$ cat src/rtl/picobello_eoc_responder_if.sv
// Register-bus interface of the picobello EOC responder.
// Zero-wait-state request/response bus: the slave answers in the request cycle.
//   valid  master->slave  request valid
//   write  master->slave  1 = write, 0 = read
//   addr   master->slave  byte address, word aligned
//   wdata  master->slave  write data
//   wstrb  master->slave  byte strobes
//   ready  slave->master  request accepted (same cycle as valid)
//   rdata  slave->master  read data, valid with ready
//   error  slave->master  unmapped address or illegal access
interface picobello_eoc_responder_if #(
    parameter int unsigned AddrWidth = 8
) ();

    logic                 valid;
    logic                 write;
    logic [AddrWidth-1:0] addr;
    logic [31:0]          wdata;
    logic [3:0]           wstrb;
    logic                 ready;
    logic [31:0]          rdata;
    logic                 error;

    modport master (
        output valid, write, addr, wdata, wstrb,
        input  ready, rdata, error
    );

    modport slave (
        input  valid, write, addr, wdata, wstrb,
        output ready, rdata, error
    );

endinterface

$ cat src/rtl/picobello_eoc_responder.sv
// Device-side end-of-computation (EOC) responder.
// Host software writes its return code over the register bus, clusters report completion
// through cluster_done_i; once armed, the block raises a sticky eoc_o with the latched
// exit code and a single-cycle eoc_irq_o on entry to DONE.
//
// Ports:
//   clk_i           clock
//   rst_ni          asynchronous reset, active low
//   reg_bus         register-bus slave (see picobello_eoc_responder_if)
//   cluster_done_i  per-cluster done pulses, OR'd into DONE_MASK
//   eoc_o           computation finished (level, sticky until CTRL.clear)
//   exit_code_o     latched exit code
//   eoc_irq_o       one-cycle pulse in the first DONE cycle
//
// Register map (byte addresses):
//   0x00 EOC       W: needs wstrb=4'hF; wdata[0]=done, wdata[31:1]=code. R: {exit_code, eoc}
//   0x04 DONE_MASK W1S (byte strobes honoured), R: mask
//   0x08 EXPECT    RW (byte strobes honoured)
//   0x0C STATUS    RO: [0]=eoc [1]=all_done [2]=timeout [4:3]=state; writes -> error
//   0x10 CTRL      WO (byte 0 strobe): [0]=arm [1]=clear; reads return 0
//   other          error, rdata=0
// State encoding in STATUS[4:3]: 0=IDLE 1=ARMED 2=WAIT_CLUSTERS 3=DONE.
//
// Optional feature: define PB_EOC_TIMEOUT_EN to enable a watchdog that forces DONE with
// exit code 31'h7FFF_FFFF after TimeoutCycles cycles in ARMED/WAIT_CLUSTERS.
module picobello_eoc_responder #(
    parameter int unsigned NumClusters   = 16,
    parameter int unsigned AddrWidth     = 8,
    parameter int unsigned TimeoutCycles = 32'd16777216
) (
    input  logic                   clk_i,
    input  logic                   rst_ni,
    picobello_eoc_responder_if.slave reg_bus,
    input  logic [NumClusters-1:0] cluster_done_i,
    output logic                   eoc_o,
    output logic [30:0]            exit_code_o,
    output logic                   eoc_irq_o
);

    localparam logic [1:0] StIdle  = 2'd0;
    localparam logic [1:0] StArmed = 2'd1;
    localparam logic [1:0] StWait  = 2'd2;
    localparam logic [1:0] StDone  = 2'd3;

    localparam logic [AddrWidth-1:0] AddrEoc    = AddrWidth'(32'h00);
    localparam logic [AddrWidth-1:0] AddrMask   = AddrWidth'(32'h04);
    localparam logic [AddrWidth-1:0] AddrExpect = AddrWidth'(32'h08);
    localparam logic [AddrWidth-1:0] AddrStatus = AddrWidth'(32'h0C);
    localparam logic [AddrWidth-1:0] AddrCtrl   = AddrWidth'(32'h10);

    logic [1:0]             state_q, state_d;
    logic [NumClusters-1:0] done_mask_q, done_mask_d;
    logic [NumClusters-1:0] expect_q, expect_d;
    logic [30:0]            exit_code_q, exit_code_d;
    logic                   irq_q, irq_d;
    logic                   timeout_flag;

    logic sel_eoc, sel_mask, sel_expect, sel_status, sel_ctrl;
    logic wr_req, strb_full;
    logic eoc_wr, ctrl_wr, do_arm, do_clear;
    logic all_done, all_done_post;
    logic [31:0]            byte_mask;
    logic [31:0]            wdata_masked;
    logic [NumClusters-1:0] w1s_bits;

    // ---------------------------------------------------------------------------------------
    // Request decode
    // ---------------------------------------------------------------------------------------
    always_comb begin
        sel_eoc      = (reg_bus.addr == AddrEoc);
        sel_mask     = (reg_bus.addr == AddrMask);
        sel_expect   = (reg_bus.addr == AddrExpect);
        sel_status   = (reg_bus.addr == AddrStatus);
        sel_ctrl     = (reg_bus.addr == AddrCtrl);
        wr_req       = reg_bus.valid & reg_bus.write;
        strb_full    = (reg_bus.wstrb == 4'hF);
        byte_mask    = {{8{reg_bus.wstrb[3]}}, {8{reg_bus.wstrb[2]}},
                        {8{reg_bus.wstrb[1]}}, {8{reg_bus.wstrb[0]}}};
        wdata_masked = reg_bus.wdata & byte_mask;
        eoc_wr       = wr_req & sel_eoc & strb_full;
        ctrl_wr      = wr_req & sel_ctrl & reg_bus.wstrb[0];
        do_arm       = ctrl_wr & reg_bus.wdata[0];
        do_clear     = ctrl_wr & reg_bus.wdata[1];
        w1s_bits     = (wr_req & sel_mask) ? wdata_masked[NumClusters-1:0] : '0;
    end

    assign all_done = ((done_mask_q & expect_q) == expect_q);

    // ---------------------------------------------------------------------------------------
    // Bus response (combinational, zero wait states)
    // ---------------------------------------------------------------------------------------
    assign reg_bus.ready = reg_bus.valid;

    always_comb begin
        reg_bus.rdata = '0;
        reg_bus.error = 1'b0;
        if (reg_bus.valid) begin
            if (sel_eoc) begin
                if (reg_bus.write) reg_bus.error = ~strb_full;
                else               reg_bus.rdata = {exit_code_q, eoc_o};
            end else if (sel_mask) begin
                if (!reg_bus.write) reg_bus.rdata = 32'(done_mask_q);
            end else if (sel_expect) begin
                if (!reg_bus.write) reg_bus.rdata = 32'(expect_q);
            end else if (sel_status) begin
                if (reg_bus.write) reg_bus.error = 1'b1;
                else reg_bus.rdata = {27'd0, state_q, timeout_flag, all_done, eoc_o};
            end else if (sel_ctrl) begin
                reg_bus.rdata = '0;
            end else begin
                reg_bus.error = 1'b1;
            end
        end
    end

    // ---------------------------------------------------------------------------------------
    // Watchdog (optional)
    // ---------------------------------------------------------------------------------------
`ifdef PB_EOC_TIMEOUT_EN
    logic [31:0] cnt_q, cnt_d;
    logic        timeout_q, timeout_d;
    logic        cnt_run;
    logic        cnt_expired;

    assign cnt_run      = (state_q == StArmed) || (state_q == StWait);
    assign cnt_expired  = cnt_run && (cnt_q == 32'(TimeoutCycles - 1));
    assign timeout_flag = timeout_q;

    always_ff @(posedge clk_i or negedge rst_ni) begin
        if (!rst_ni) begin
            cnt_q     <= '0;
            timeout_q <= 1'b0;
        end else begin
            cnt_q     <= cnt_d;
            timeout_q <= timeout_d;
        end
    end
`else
    logic unused_timeout_cfg;
    assign unused_timeout_cfg = ^(32'(TimeoutCycles));
    assign timeout_flag       = 1'b0;
`endif

    // ---------------------------------------------------------------------------------------
    // Next-state logic
    // ---------------------------------------------------------------------------------------
    always_comb begin
        state_d     = state_q;
        exit_code_d = exit_code_q;
        done_mask_d = done_mask_q | cluster_done_i | w1s_bits;
        expect_d    = expect_q;
        if (wr_req && sel_expect) begin
            expect_d = (expect_q & ~byte_mask[NumClusters-1:0]) |
                       wdata_masked[NumClusters-1:0];
        end
        // The EOC decision sees the mask including this cycle's cluster/W1S sets.
        all_done_post = ((done_mask_d & expect_q) == expect_q);

        case (state_q)
            StIdle: begin
                if (do_arm) state_d = StArmed;
            end
            StArmed: begin
                if (eoc_wr && reg_bus.wdata[0]) begin
                    exit_code_d = reg_bus.wdata[31:1];
                    state_d     = all_done_post ? StDone : StWait;
                end
            end
            StWait: begin
                if (all_done) state_d = StDone;
            end
            default: ;
        endcase

`ifdef PB_EOC_TIMEOUT_EN
        timeout_d = timeout_q;
        cnt_d     = cnt_run ? cnt_q + 32'd1 : '0;
        // A normal transition in the expiry cycle wins over the watchdog.
        if (cnt_expired && (state_d == state_q)) begin
            state_d     = StDone;
            exit_code_d = 31'h7FFF_FFFF;
            timeout_d   = 1'b1;
        end
`endif

        // Clear overrides everything else, including a simultaneous arm.
        if (do_clear) begin
            state_d     = StIdle;
            done_mask_d = '0;
            exit_code_d = '0;
`ifdef PB_EOC_TIMEOUT_EN
            timeout_d   = 1'b0;
            cnt_d       = '0;
`endif
        end

        irq_d = (state_d == StDone) && (state_q != StDone);
    end

    always_ff @(posedge clk_i or negedge rst_ni) begin
        if (!rst_ni) begin
            state_q     <= StIdle;
            done_mask_q <= '0;
            expect_q    <= '0;
            exit_code_q <= '0;
            irq_q       <= 1'b0;
        end else begin
            state_q     <= state_d;
            done_mask_q <= done_mask_d;
            expect_q    <= expect_d;
            exit_code_q <= exit_code_d;
            irq_q       <= irq_d;
        end
    end

    assign eoc_o       = (state_q == StDone);
    assign exit_code_o = exit_code_q;
    assign eoc_irq_o   = irq_q;

endmodule
$ cat src/flat_wrapper.sv
// flat-port wrapper written by rule: the top's interface ports become plain ports
module picobello_eoc_responder_flat 
#(
    parameter int unsigned NumClusters   = 16,
    parameter int unsigned AddrWidth     = 8,
    parameter int unsigned TimeoutCycles = 32'd16777216
)
  (clk_i, rst_ni, cluster_done_i, eoc_o, exit_code_o, eoc_irq_o, reg_bus_valid, reg_bus_write, reg_bus_addr, reg_bus_wdata, reg_bus_wstrb, reg_bus_ready, reg_bus_rdata, reg_bus_error);
  picobello_eoc_responder_if #(.AddrWidth(AddrWidth)) reg_bus_i ();
  input  logic clk_i;
  input  logic rst_ni;
  input  logic [NumClusters-1:0] cluster_done_i;
  output logic eoc_o;
  output logic [30:0] exit_code_o;
  output logic eoc_irq_o;
  input wire logic [$bits(reg_bus_i.valid)-1:0] reg_bus_valid;
  input wire logic [$bits(reg_bus_i.write)-1:0] reg_bus_write;
  input wire logic [$bits(reg_bus_i.addr)-1:0] reg_bus_addr;
  input wire logic [$bits(reg_bus_i.wdata)-1:0] reg_bus_wdata;
  input wire logic [$bits(reg_bus_i.wstrb)-1:0] reg_bus_wstrb;
  output wire logic [$bits(reg_bus_i.ready)-1:0] reg_bus_ready;
  output wire logic [$bits(reg_bus_i.rdata)-1:0] reg_bus_rdata;
  output wire logic [$bits(reg_bus_i.error)-1:0] reg_bus_error;
  assign reg_bus_i.valid = reg_bus_valid;
  assign reg_bus_i.write = reg_bus_write;
  assign reg_bus_i.addr = reg_bus_addr;
  assign reg_bus_i.wdata = reg_bus_wdata;
  assign reg_bus_i.wstrb = reg_bus_wstrb;
  assign reg_bus_ready = reg_bus_i.ready;
  assign reg_bus_rdata = reg_bus_i.rdata;
  assign reg_bus_error = reg_bus_i.error;
  picobello_eoc_responder #(.NumClusters(NumClusters), .AddrWidth(AddrWidth), .TimeoutCycles(TimeoutCycles)) u_core (.clk_i(clk_i), .rst_ni(rst_ni), .reg_bus(reg_bus_i), .cluster_done_i(cluster_done_i), .eoc_o(eoc_o), .exit_code_o(exit_code_o), .eoc_irq_o(eoc_irq_o));
endmodule
$ cat config.mk
export PLATFORM = sky130hd
export DESIGN_NAME = picobello_eoc_responder_flat
export DESIGN_NICKNAME = d
export VERILOG_FILES = /design/src/rtl/picobello_eoc_responder_if.sv /design/src/rtl/picobello_eoc_responder.sv /design/src/flat_wrapper.sv
export SDC_FILE = /design/constraint.sdc
export NUM_CORES = 1
export LEC_CHECK = 0
export ABC_AREA = 1
export ABC_CLOCK_PERIOD_IN_PS = 3600
export CORE_MARGIN = 2
export CORE_UTILIZATION = 40
export CTS_CLUSTER_SIZE = 28
export DETAILED_ROUTE_END_ITERATION = 7
export HOLD_SLACK_MARGIN = 0.08
export PLACE_DENSITY = 0.73
export SYNTH_ARGS = -nofsm -noshare
export SYNTH_HDL_FRONTEND = slang
export SYNTH_SLANG_ARGS = --single-unit
$ cat constraint.sdc
create_clock -name clk_i -period 3.6 [get_ports clk_i]
set_input_delay 1.08 -clock clk_i [delete_from_list [all_inputs] [get_ports clk_i]]
set_output_delay 1.08 -clock clk_i [all_outputs]
set_load 0.02 [all_outputs]
Word-level counts from Yosys, hierarchy flattened
Cells that the tools add are included.
{ "totals": {"reg_bits": 66, "input_bits": 64, "output_inout_bits": 67, "word_cells": 70} }
{ "classes": {"n_eq_ne": 12, "mux": 28, "bitwise_logic": 17, "n_reduce_logical": 8} }
{ "op_table": {"columns": ["operator", "count"], "rows": [
  ["2-to-1 mux 32 bit", 5],
  ["2-to-1 mux 31 bit", 3],
  ["AND 16 bit", 4],
  ["2-to-1 mux 16 bit", 4],
  ["OR 16 bit", 3],
  ["== test 16 bit", 2],
  ["== test 8 x 4 -> 1 bit (second input constant)", 2],
  ["NOT 16 bit", 1],
  ["2-to-1 mux 5 bit", 2],
  ["2-to-1 mux 1 bit", 9],
  ["AND 1 bit", 8],
  ["== test 8 x 3 -> 1 bit (second input constant)", 1],
  ["== test 8 x 5 -> 1 bit (second input constant)", 1],
  ["zero test 8 bit", 1],
  ["2-to-1 mux 2 bit", 4],
  ["== test 2 bit (second input constant)", 3],
  ["one-hot mux 2 bit (3 select lines)", 1],
  ["== test 4 bit (second input constant)", 1],
  ["nonzero test 2 bit", 2],
  ["logical AND 1 bit", 3],
  ["== test 2 x 1 -> 1 bit (second input constant)", 1],
  ["zero test 2 bit", 1],
  ["inequality test 2 bit (second input constant)", 1],
  ["AND reduction 2 bit", 1],
  ["NOT 1 bit", 1]
]} }

Longest topological paths before layout
Gate-level depths: netlist of the first run.
{ "logic_depth": {"word_depth": 12, "ltp_mapped": 14, "ltp_nobuf": 13} }

Least setup slack after synthesis of the first run
Ideal clock, no wire load.
{ "synth_path": {"path_kind": "in2out", "start": "input reg_bus_addr[0]", "end": "output reg_bus_rdata[21]", "t_arrival_ns": 2.534, "t_required_ns": 2.520, "setup_slack_ns": -0.014, "stages": 9, "n_path_buf": 2, "cell_sequence": "inv_1 > nand2_2 > inv_1 > nand2_1 > nor2_1 > buf_2 > clkinv_1 > clkbuf_1 > nor3_1"} }
{ "synth_between": {"elab_chain_cells": 4, "elab_cells_between_ends": 5, "classes_between": "1 x eq/ne; 3 x mux; 1 x reduce/logical"} }
{ "synth_lines": {"columns": ["element", "line_no", "rtl"], "rows": [
  ["start: declaration", "flat_wrapper.sv:18", "input wire logic [$bits(reg_bus_i.addr)-1:0] reg_bus_addr;"],
  ["== test 8 x 3 -> 1 bit", "picobello_eoc_responder.sv:71", "sel_mask = (reg_bus.addr == AddrMask);"],
  ["2-to-1 mux 32 bit", "picobello_eoc_responder.sv:101", "end else if (sel_mask) begin"],
  ["2-to-1 mux 32 bit *", "picobello_eoc_responder.sv:98", "if (sel_eoc) begin"],
  ["2-to-1 mux 32 bit *", "picobello_eoc_responder.sv:97", "if (reg_bus.valid) begin"],
  ["end: declaration", "flat_wrapper.sv:22", "output wire logic [$bits(reg_bus_i.rdata)-1:0] reg_bus_rdata;"]
]} }
Mark *: on every way between the ends. The rest lies on a longest branch, timed or not.

Worst setup path after layout of the first run
{ "layout_path": {"start": "input reg_bus_addr[5]", "end": "output reg_bus_rdata[0]"} }
{ "layout_between": {"elab_chain_cells": 6, "elab_cells_between_ends": 9, "classes_between": "3 x eq/ne; 5 x mux; 1 x reduce/logical"} }
{ "layout_lines": {"columns": ["element", "line_no", "rtl"], "rows": [
  ["== test 8 x 4 -> 1 bit", "picobello_eoc_responder.sv:73", "sel_status = (reg_bus.addr == AddrStatus);"],
  ["2-to-1 mux 5 bit", "picobello_eoc_responder.sv:105", "end else if (sel_status) begin"],
  ["2-to-1 mux 32 bit", "picobello_eoc_responder.sv:103", "end else if (sel_expect) begin"],
  ["2-to-1 mux 32 bit", "picobello_eoc_responder.sv:101", null],
  ["2-to-1 mux 32 bit *", "picobello_eoc_responder.sv:98", null],
  ["2-to-1 mux 32 bit *", "picobello_eoc_responder.sv:97", null]
]} }
Marks and branches as above.

==> flow_summary.ini, run 1 <==
[floorplan]
pin_count = 131
fp.dieH_um = 99.93
chipWidth_um = 99.93
rows = 35
start_util_pct = 40.61
dieArea_um2 = 9986
coreArea_um2 = 9065

[clock_tree]
clkTransAtPathRegs_ns = 0.07
root_buffer = clkbuf_8
cts_tree = built
cts_buffers = 9
clk_latency_ns = 0.34
cts.sinks = 66
max-clock-path-buffers = 2
htreeDepth = 3

[setup_path]
worstPathRequired_ns = 2.52
critPathCaptureType = output port
worstPathMaxFanout = 3
path_class = input port to output port
cp-start-kind = input port
rr_worst_depth = 5
cp.arrival_ns = 2.51

[synthesis]
synthFlopType = dfrtp_1
ys_top_cells_by_area = dfrtp_1, nand3_1, inv_1
ys_seq_elements = 66
async_reset_ff_share_pct = 100.0
synth-edff-count = 0
synth_top_cell_area_share_pct = 44.87
ys_types = 30
synth_fp_nets = 557
syn-cell-area_um2 = 3681
synth_area_leader_cell = dfrtp_1
yosysWarnings = 0
syn_avg_cell_area_um2 = 7.467
synthCells = 493
ys_seq_area_share_pct = 44.87

[power_and_ir_drop]
pwr-share-seq_pct = 49.9
leakage_uw = 0.002708
switching_share_pct = 25.01
switchingPower_uw = 378.8
p_int_uw = 1136
p_total_uw = 1515
combinationalPowerShare_pct = 13.5
power_density_nw_per_um2 = 265.9
ir_drop_mv = 0.1632
p_clk_share_pct = 36.7

[grt]
grt_remaining_overflow = 0
grt_pass1_vias = 4250
track_usage_pct = 24.92
antenna_found_initial = 0
grt_max_degree = 34
grt_first_pass_wirelength_um = 19970

[run_status]
status = completed

[hold_path]
min_path_type = flop to flop
holdPathStages = 2

[timing]
worst_hold_slack_ns = 0.5204
finalSetupTns_ns = 0
setup_viol = 0
maxSlewHeadroom_pct = 49.02
finClkSkew_ns = 0.006279
period_needed_ns = 3.592
hold_violations = 0
drv_slew = 0
tightest_slew_ns = 0.7638
fmax_mhz = 278.4
rsz0062_at_grt = yes
fin_crit_sh_pct = 99.77

[finish]
post-route-util_pct = 62.84
antenna_cells = 0
final_area_um2 = 5697
layout_common_cells = clkdlybuf4s50_1, inv_1, dfrtp_1
drive_gt1_share_pct = 24.70
nNetsFinal = 724
layout_commonest_cell = clkdlybuf4s50_1
n_fill_cell = 792
area.growth.synth_to_final_pct = 54.76
seq_area_um2 = 1652
multi_input_area_um2 = 1795

[routing]
drc = 0
avgRoutedWirePerCell_um = 15.91
drtAntennaViolNets = 0
drt-pass1-iter-count = 5
drtIter0Drc = 307
vias = 4153
via_per_inst = 5.359
wl_um = 12330

[placement]
dpl.hpwl_um = 8970
io_buffers = 130
gp_congestion = 0.9351
placed_area_um2 = 5354

[flow_run]
max_cap_violations = 0
worst max-delay path, stage by stage:
cell and delay, ns:
buf_6 0.10, inv_2 0.06, buf_6 0.10, nand2_4 0.05, nor2_4 0.16, nand4_1 0.22
buf_4 0.20, buf_4 0.13, a21oi_2 0.13, o21ai_1 0.09, inv_1 0.06, buf_4 0.13
power groups by stage:
stage / combinational, uW / clock (uW) / sequential [uW]
2_1_floorplan: 47.3 / 0 / 775
3_3_place_gp: 185 / 0 / 769
3_5_place_dp: 187 / 0 / 769
4_1_cts: 191 / 566 / 755
5_1_grt: 220 / 600 / 756
6_report: 204 / 556 / 755
routing by layer:
layer | vias to the layer above | global-route usage, % | wire (um) | part of all wire (%)
met5 | - | 0 | 0 | 0
met4 | 0 | 10.01 | 277 | 2.2
met3 | 22 | 3.900 | 840 | 6.8
met2 | 192 | 43.76 | 6132 | 50
met1 | 1966 | 30.72 | 5078 | 41
li1 | 1973 | - | - | -
through the flow:
step	instances	worst slack [ns]
6_report	775	0.008435
3_3_place_gp	750	-0.7159
5_1_grt	775	-0.04200
2_1_floorplan	493	-0.01369
4_1_cts	771	-0.03518
3_5_place_dp	750	-0.7772
logic make-up after synthesis:
logic type | Yosys count | share of synthesized area [%]
and+or+nand+nor | 199 | 24.64
buffers and inverters | 106 | 11.93
DFF | 66 | 44.87
AOI/OAI and AO/OA | 122 | 18.56
final timing paths:
kind	slack, ns	startpoint	end
max in group asynchronous	2.08	rst_ni	u_core.done_mask_q[14]
setup reg to reg	1.84	u_core.state_q[1]	u_core.exit_code_o[16]
min in group asynchronous	0.79	rst_ni	u_core.exit_code_o[15]
hold / removal	0.52	flop	flop
setup / recovery	0.008	reg_bus_addr[5]	reg_bus_rdata[0]
hold reg to reg	0.52	flop	flop
timing repair:
| action | CTS | global route |
|---|---|---|
| resized for setup | 213 | 55 |
| gates cloned | 0 | 0 |
| pin swaps | 12 | 17 |
| endpoints found under the setup margin | 33 | 32 |
| setup buffers | 6 | 4 |
| hold buffers | 0 | 0 |
cells in the mapped netlist (3+ instances only):
master    instances
a31oi_1           3
o21ai_0          49
a211oi_1         14
nor3_1           17
nand2_1          59
nand4_1           3
inv_1            77
clkbuf_1         10
nor2_1           50
a21oi_1          36
dfrtp_1          66
inv_2             3
nand3_1          58
nand2_2           5
buf_2             5
o22ai_1          15
buf_4             4
area by class of cell:
type	instances	area share [%]
clock buffer	12	2.723
clock inverter	3	0.2636
inverter	83	5.776
multi-input combinational	321	31.52
sequential	66	28.99
tap	111	2.438
timing repair buffer	179	28.29
No activity file was read; power rests on OpenSTA's default activity.
==> inputs of run 2 (changes only) <==
--- a/config.mk
+++ b/config.mk
@@ -11,6 +11,7 @@
 export CORE_UTILIZATION = 40
 export CTS_CLUSTER_SIZE = 28
 export DETAILED_ROUTE_END_ITERATION = 7
+export GPL_ROUTABILITY_DRIVEN = 0
 export HOLD_SLACK_MARGIN = 0.08
 export PLACE_DENSITY = 0.73
 export SYNTH_ARGS = -nofsm -noshare
==> flow_summary.ini, run 2 (synthesized netlist as in run 1, its figures left out) <==
[setup_path]
cpPeakStageDelay_ns = 0.47
critPathTopFamily = buffers and inverters
cp.arrival_ns = 2.45
worstPathRequired_ns = 2.52
path_class = input port to output port
cp-start-kind = input port
crit_buf_inv = 5
critPathCaptureType = output port
crit_chain = clkdlybuf4s50_1 > inv_1 > nor2_2 > inv_1 > buf_4 > a211oi_1 > buf_2
worstPathMaxFanout = 12
crit_top_cell = inv_1
cpMaxStageDelayCell = clkdlybuf4s50_1

[finish]
nNetsFinal = 718
drive_gt1_share_pct = 21.55
antenna_cells = 0
post-route-util_pct = 61.24
area.growth.synth_to_final_pct = 50.82
layout_commonest_cell = clkdlybuf4s50_1
multi_input_area_um2 = 1712
seq_area_um2 = 1652
layout_common_cells = clkdlybuf4s50_1, inv_1, dfrtp_1
final_area_um2 = 5552
n_fill_cell = 802

[grt]
grt_first_pass_wirelength_um = 19210
grt_remaining_overflow = 0
grt_max_degree = 67
antenna_found_initial = 0
grt_pass1_vias = 3986
track_usage_pct = 24.21

[run_status]
status = completed

[power_and_ir_drop]
ir_drop_mv = 0.1474
leakage_uw = 0.002659
power_density_nw_per_um2 = 306.9

[clock_tree]
max-clock-path-buffers = 2
cts_tree = built
cts_buffers = 9
clk_latency_ns = 0.35
cts.sinks = 66
htreeDepth = 3
clkTransAtPathRegs_ns = 0.08
root_buffer = clkbuf_8

[routing]
avgRoutedWirePerCell_um = 15.59
via_per_inst = 5.373
drc = 0
wl_um = 12000
vias = 4137
drt-pass1-iter-count = 7
drtIter0Drc = 364
drtAntennaViolNets = 0

[timing]
finalSetupTns_ns = 0
maxSlewHeadroom_pct = 44.53
tightest_slew_ns = 0.8321
fmax_mhz = 283.5
period_needed_ns = 3.527
hold_violations = 0
postLayoutSetupSlackWorst_ns = 0.07310
finClkSkew_ns = 0.007875
drv_slew = 0
setup_viol = 0
fin_crit_sh_pct = 97.97

[placement]
io_buffers = 130
placed_area_um2 = 5334
place_ws_ns = -0.7612
dpl.hpwl_um = 8575

[floorplan]
start_util_pct = 40.61
chipWidth_um = 99.93
coreArea_um2 = 9065
rows = 35
pin_count = 131
dieArea_um2 = 9986
fp.dieH_um = 99.93

[hold_path]
min_path_type = flop to flop

[flow_run]
max_cap_violations = 0
## run 2: what timing repair did
| item | 4_1_cts | 5_1_grt |
|---|---|---|
| resized for setup | 204 | 28 |
| pin swaps | 7 | 9 |
| buffers inserted | 5 | 0 |
| gates cloned | 1 | 0 |
| hold buffers | 0 | 0 |
| setup endpoints to repair | 33 | 32 |
## run 2: layer usage
| layer | share of wire [%] | vias up | GRT usage (%) |
|---|---|---|---|
| li1 | - | 1968 | - |
| met1 | 41 | 1920 | 29.83 |
| met2 | 49 | 230 | 42.67 |
| met3 | 7.7 | 19 | 4.875 |
| met4 | 1.9 | 0 | 7.798 |
| met5 | 0 | - | 0 |
## run 2: final timing paths
kind	slack [ns]	from	cells after the start	endpoint
setup / recovery	0.07	reg_bus_valid	7	reg_bus_rdata[6]
min in group asynchronous	0.92	rst_ni	2	u_core.exit_code_o[15]
setup reg to reg	1.84	u_core.state_q[1]	5	u_core.exit_code_o[26]
hold reg to reg	0.54	flop	2	flop
max in group asynchronous	2.15	rst_ni	2	u_core.exit_code_o[14]
hold / removal	0.54	flop	2	flop
## run 2: where the power goes
group / internal [uW] / switching [uW]
combinational: 96.5 / 91.3
clock: 463 / 299
sequential: 749 / 5.82
total: 1310 / 396
## run 2: stage by stage
stage / cells / hold slack (ns) / total power (uW)
detailed placement: 749 / 0.5112 / 952.2
global placement: 749 / 0.5001 / 950.5
floorplan: 493 / 0.4751 / 822.0
CTS: 771 / 0.5307 / 1711
global route: 770 / 0.5632 / 1768
finish: 770 / 0.5371 / 1704
## run 2: worst reg2reg max path: stages, from the launching register on
cell and delay [ns]:
dfrtp_1 0.45, nor2_2 0.63, nand2_2 0.11, nand2_1 0.12, buf_4 0.21, o21ai_0 0.12
## run 2: layout make-up
cell class	count	area share, %
timing repair buffer	172	26.64
multi-input combinational	321	30.83
inverter	83	5.770
clock buffer	10	2.299
tap	111	2.502
clock inverter	6	2.073
sequential	66	29.75
timing repair inverter	1	0.1352
==> inputs of run 3 (changes only) <==
--- a/config.mk
+++ b/config.mk
@@ -13,6 +13,7 @@
 export DETAILED_ROUTE_END_ITERATION = 7
 export GPL_ROUTABILITY_DRIVEN = 0
 export HOLD_SLACK_MARGIN = 0.08
+export MAX_ROUTING_LAYER = met4
 export PLACE_DENSITY = 0.73
 export SYNTH_ARGS = -nofsm -noshare
 export SYNTH_HDL_FRONTEND = slang
==> flow_summary.ini, run 3 (synthesized netlist as in run 1, its figures left out) <==
[placement]
dpl.hpwl_um = 8575
place_inst = 749
placed_area_um2 = 5334
io_buffers = 130

[routing]
wl_um = 12040
drtIter0Drc = 287
drtAntennaViolNets = 0
via_per_inst = 5.294
vias = 4076
drc = 0
drt-pass1-iter-count = 5
avgRoutedWirePerCell_um = 15.64

[floorplan]
rows = 35
dieArea_um2 = 9986
start_util_pct = 40.61
pin_count = 131
chipWidth_um = 99.93
fp.dieH_um = 99.93
coreArea_um2 = 9065

[setup_path]
worstPathRequired_ns = 2.52
rr_worst_depth = 5
path_class = input port to output port
cpPeakStageDelay_ns = 0.47
crit_chain = clkdlybuf4s50_1 > inv_1 > nor2_2 > inv_1 > buf_4 > a211oi_1 > buf_2
cpMaxStageDelayCell = clkdlybuf4s50_1
critPathCaptureType = output port
worstPathMaxFanout = 12
crit_top_cell = inv_1
reg2reg_slack_ns = 1.84
cp.arrival_ns = 2.45
cp-start-kind = input port

[hold_path]
min_path_type = flop to flop
holdPathStages = 2

[grt]
track_usage_pct = 24.87
grt_first_pass_wirelength_um = 19190
grt_max_degree = 67
antenna_found_initial = 0
grt_pass1_vias = 3984
grt_remaining_overflow = 0

[timing]
period_needed_ns = 3.528
finClkSkew_ns = 0.008823
hold_violations = 0
worst_hold_slack_ns = 0.5390
fin_crit_sh_pct = 98.01
fmax_mhz = 283.4
drv_slew = 0
tightest_slew_ns = 0.8362
setup_viol = 0
maxSlewHeadroom_pct = 44.25

[clock_tree]
cts_tree = built
cts_buffers = 9
htreeDepth = 3
root_buffer = clkbuf_8
clkTransAtPathRegs_ns = 0.08
clk_latency_ns = 0.35
cts.sinks = 66
max-clock-path-buffers = 2

[finish]
layout_commonest_cell = clkdlybuf4s50_1
finalNonFillerCells = 770
layout_common_cells = clkdlybuf4s50_1, inv_1, dfrtp_1
area.growth.synth_to_final_pct = 50.82
final_area_um2 = 5552
drive_gt1_share_pct = 21.55
antenna_cells = 0
nNetsFinal = 718
post-route-util_pct = 61.24

[power_and_ir_drop]
p_total_uw = 1708
power_density_nw_per_um2 = 307.6
ir_drop_mv = 0.1475
leakage_uw = 0.002659

[run_status]
status = completed

[flow_run]
max_cap_violations = 0
run 3: cell counts in the layout (fill, tap and decap cells not counted):
Identical to the previous run, type by type.
run 3: cell type report:
class                      count  area (um2)
fill                         802        3513
clock buffer                  10       127.6
tap                          111       138.9
inverter                      83       320.3
sequential                    66        1652
timing repair buffer         172        1479
timing repair inverter         1       7.507
multi-input combinational    321        1712
clock inverter                 6       115.1
run 3: final timing paths:
kind / startpoint / endpoint
worst min-delay path: flop / flop
worst min register to register: flop / flop
min in group asynchronous: rst_ni / u_core.exit_code_o[15]
worst max-delay path: reg_bus_valid / reg_bus_rdata[2]
max in group asynchronous: rst_ni / u_core.done_mask_q[15]
worst max register to register: u_core.state_q[1] / u_core.exit_code_o[26]
run 3: worst max-delay path, delay by kind of cell:
kind,cells,cell delay [ns]
buffers and inverters,5,1.01
AO/OA/AOI/OAI,1,0.22
AND/OR/NAND/NOR,1,0.11
run 3: per-stage QoR:
stage / TNS (ns) / setup WS (ns)
after CTS: 0 / 0.0009877
final: 0 / 0.07177
after global placement: -21.81 / -0.7159
after floorplan: -0.1369 / -0.01369
after global routing: -0.01815 / -0.008805
after detailed placement: -23.15 / -0.7612
run 3: what timing repair did:
action,4_1_cts,5_1_grt
resized for setup,204,28
pin swaps,7,9
setup buffers,5,0
endpoints found under the setup margin,33,32
hold buffers,0,0
cloned,1,0
run 3: where the power goes:
group | internal, uW | total, uW | switching [uW] | leakage [uW]
Sequential | 749 | 755 | 5.83 | 0.000673
Combinational | 96.5 | 188 | 91.6 | 0.00187
Clock | 463 | 765 | 303 | 0.000117
run 3: metal layers:
layer | up-vias | routed length, um | global-route usage (%)
met5 | - | 0 | -
met2 | 195 | 5926 | 42.72
met3 | 17 | 844 | 3.691
li1 | 1962 | - | -
met1 | 1902 | 5030 | 29.83
met4 | 0 | 238 | 9.062
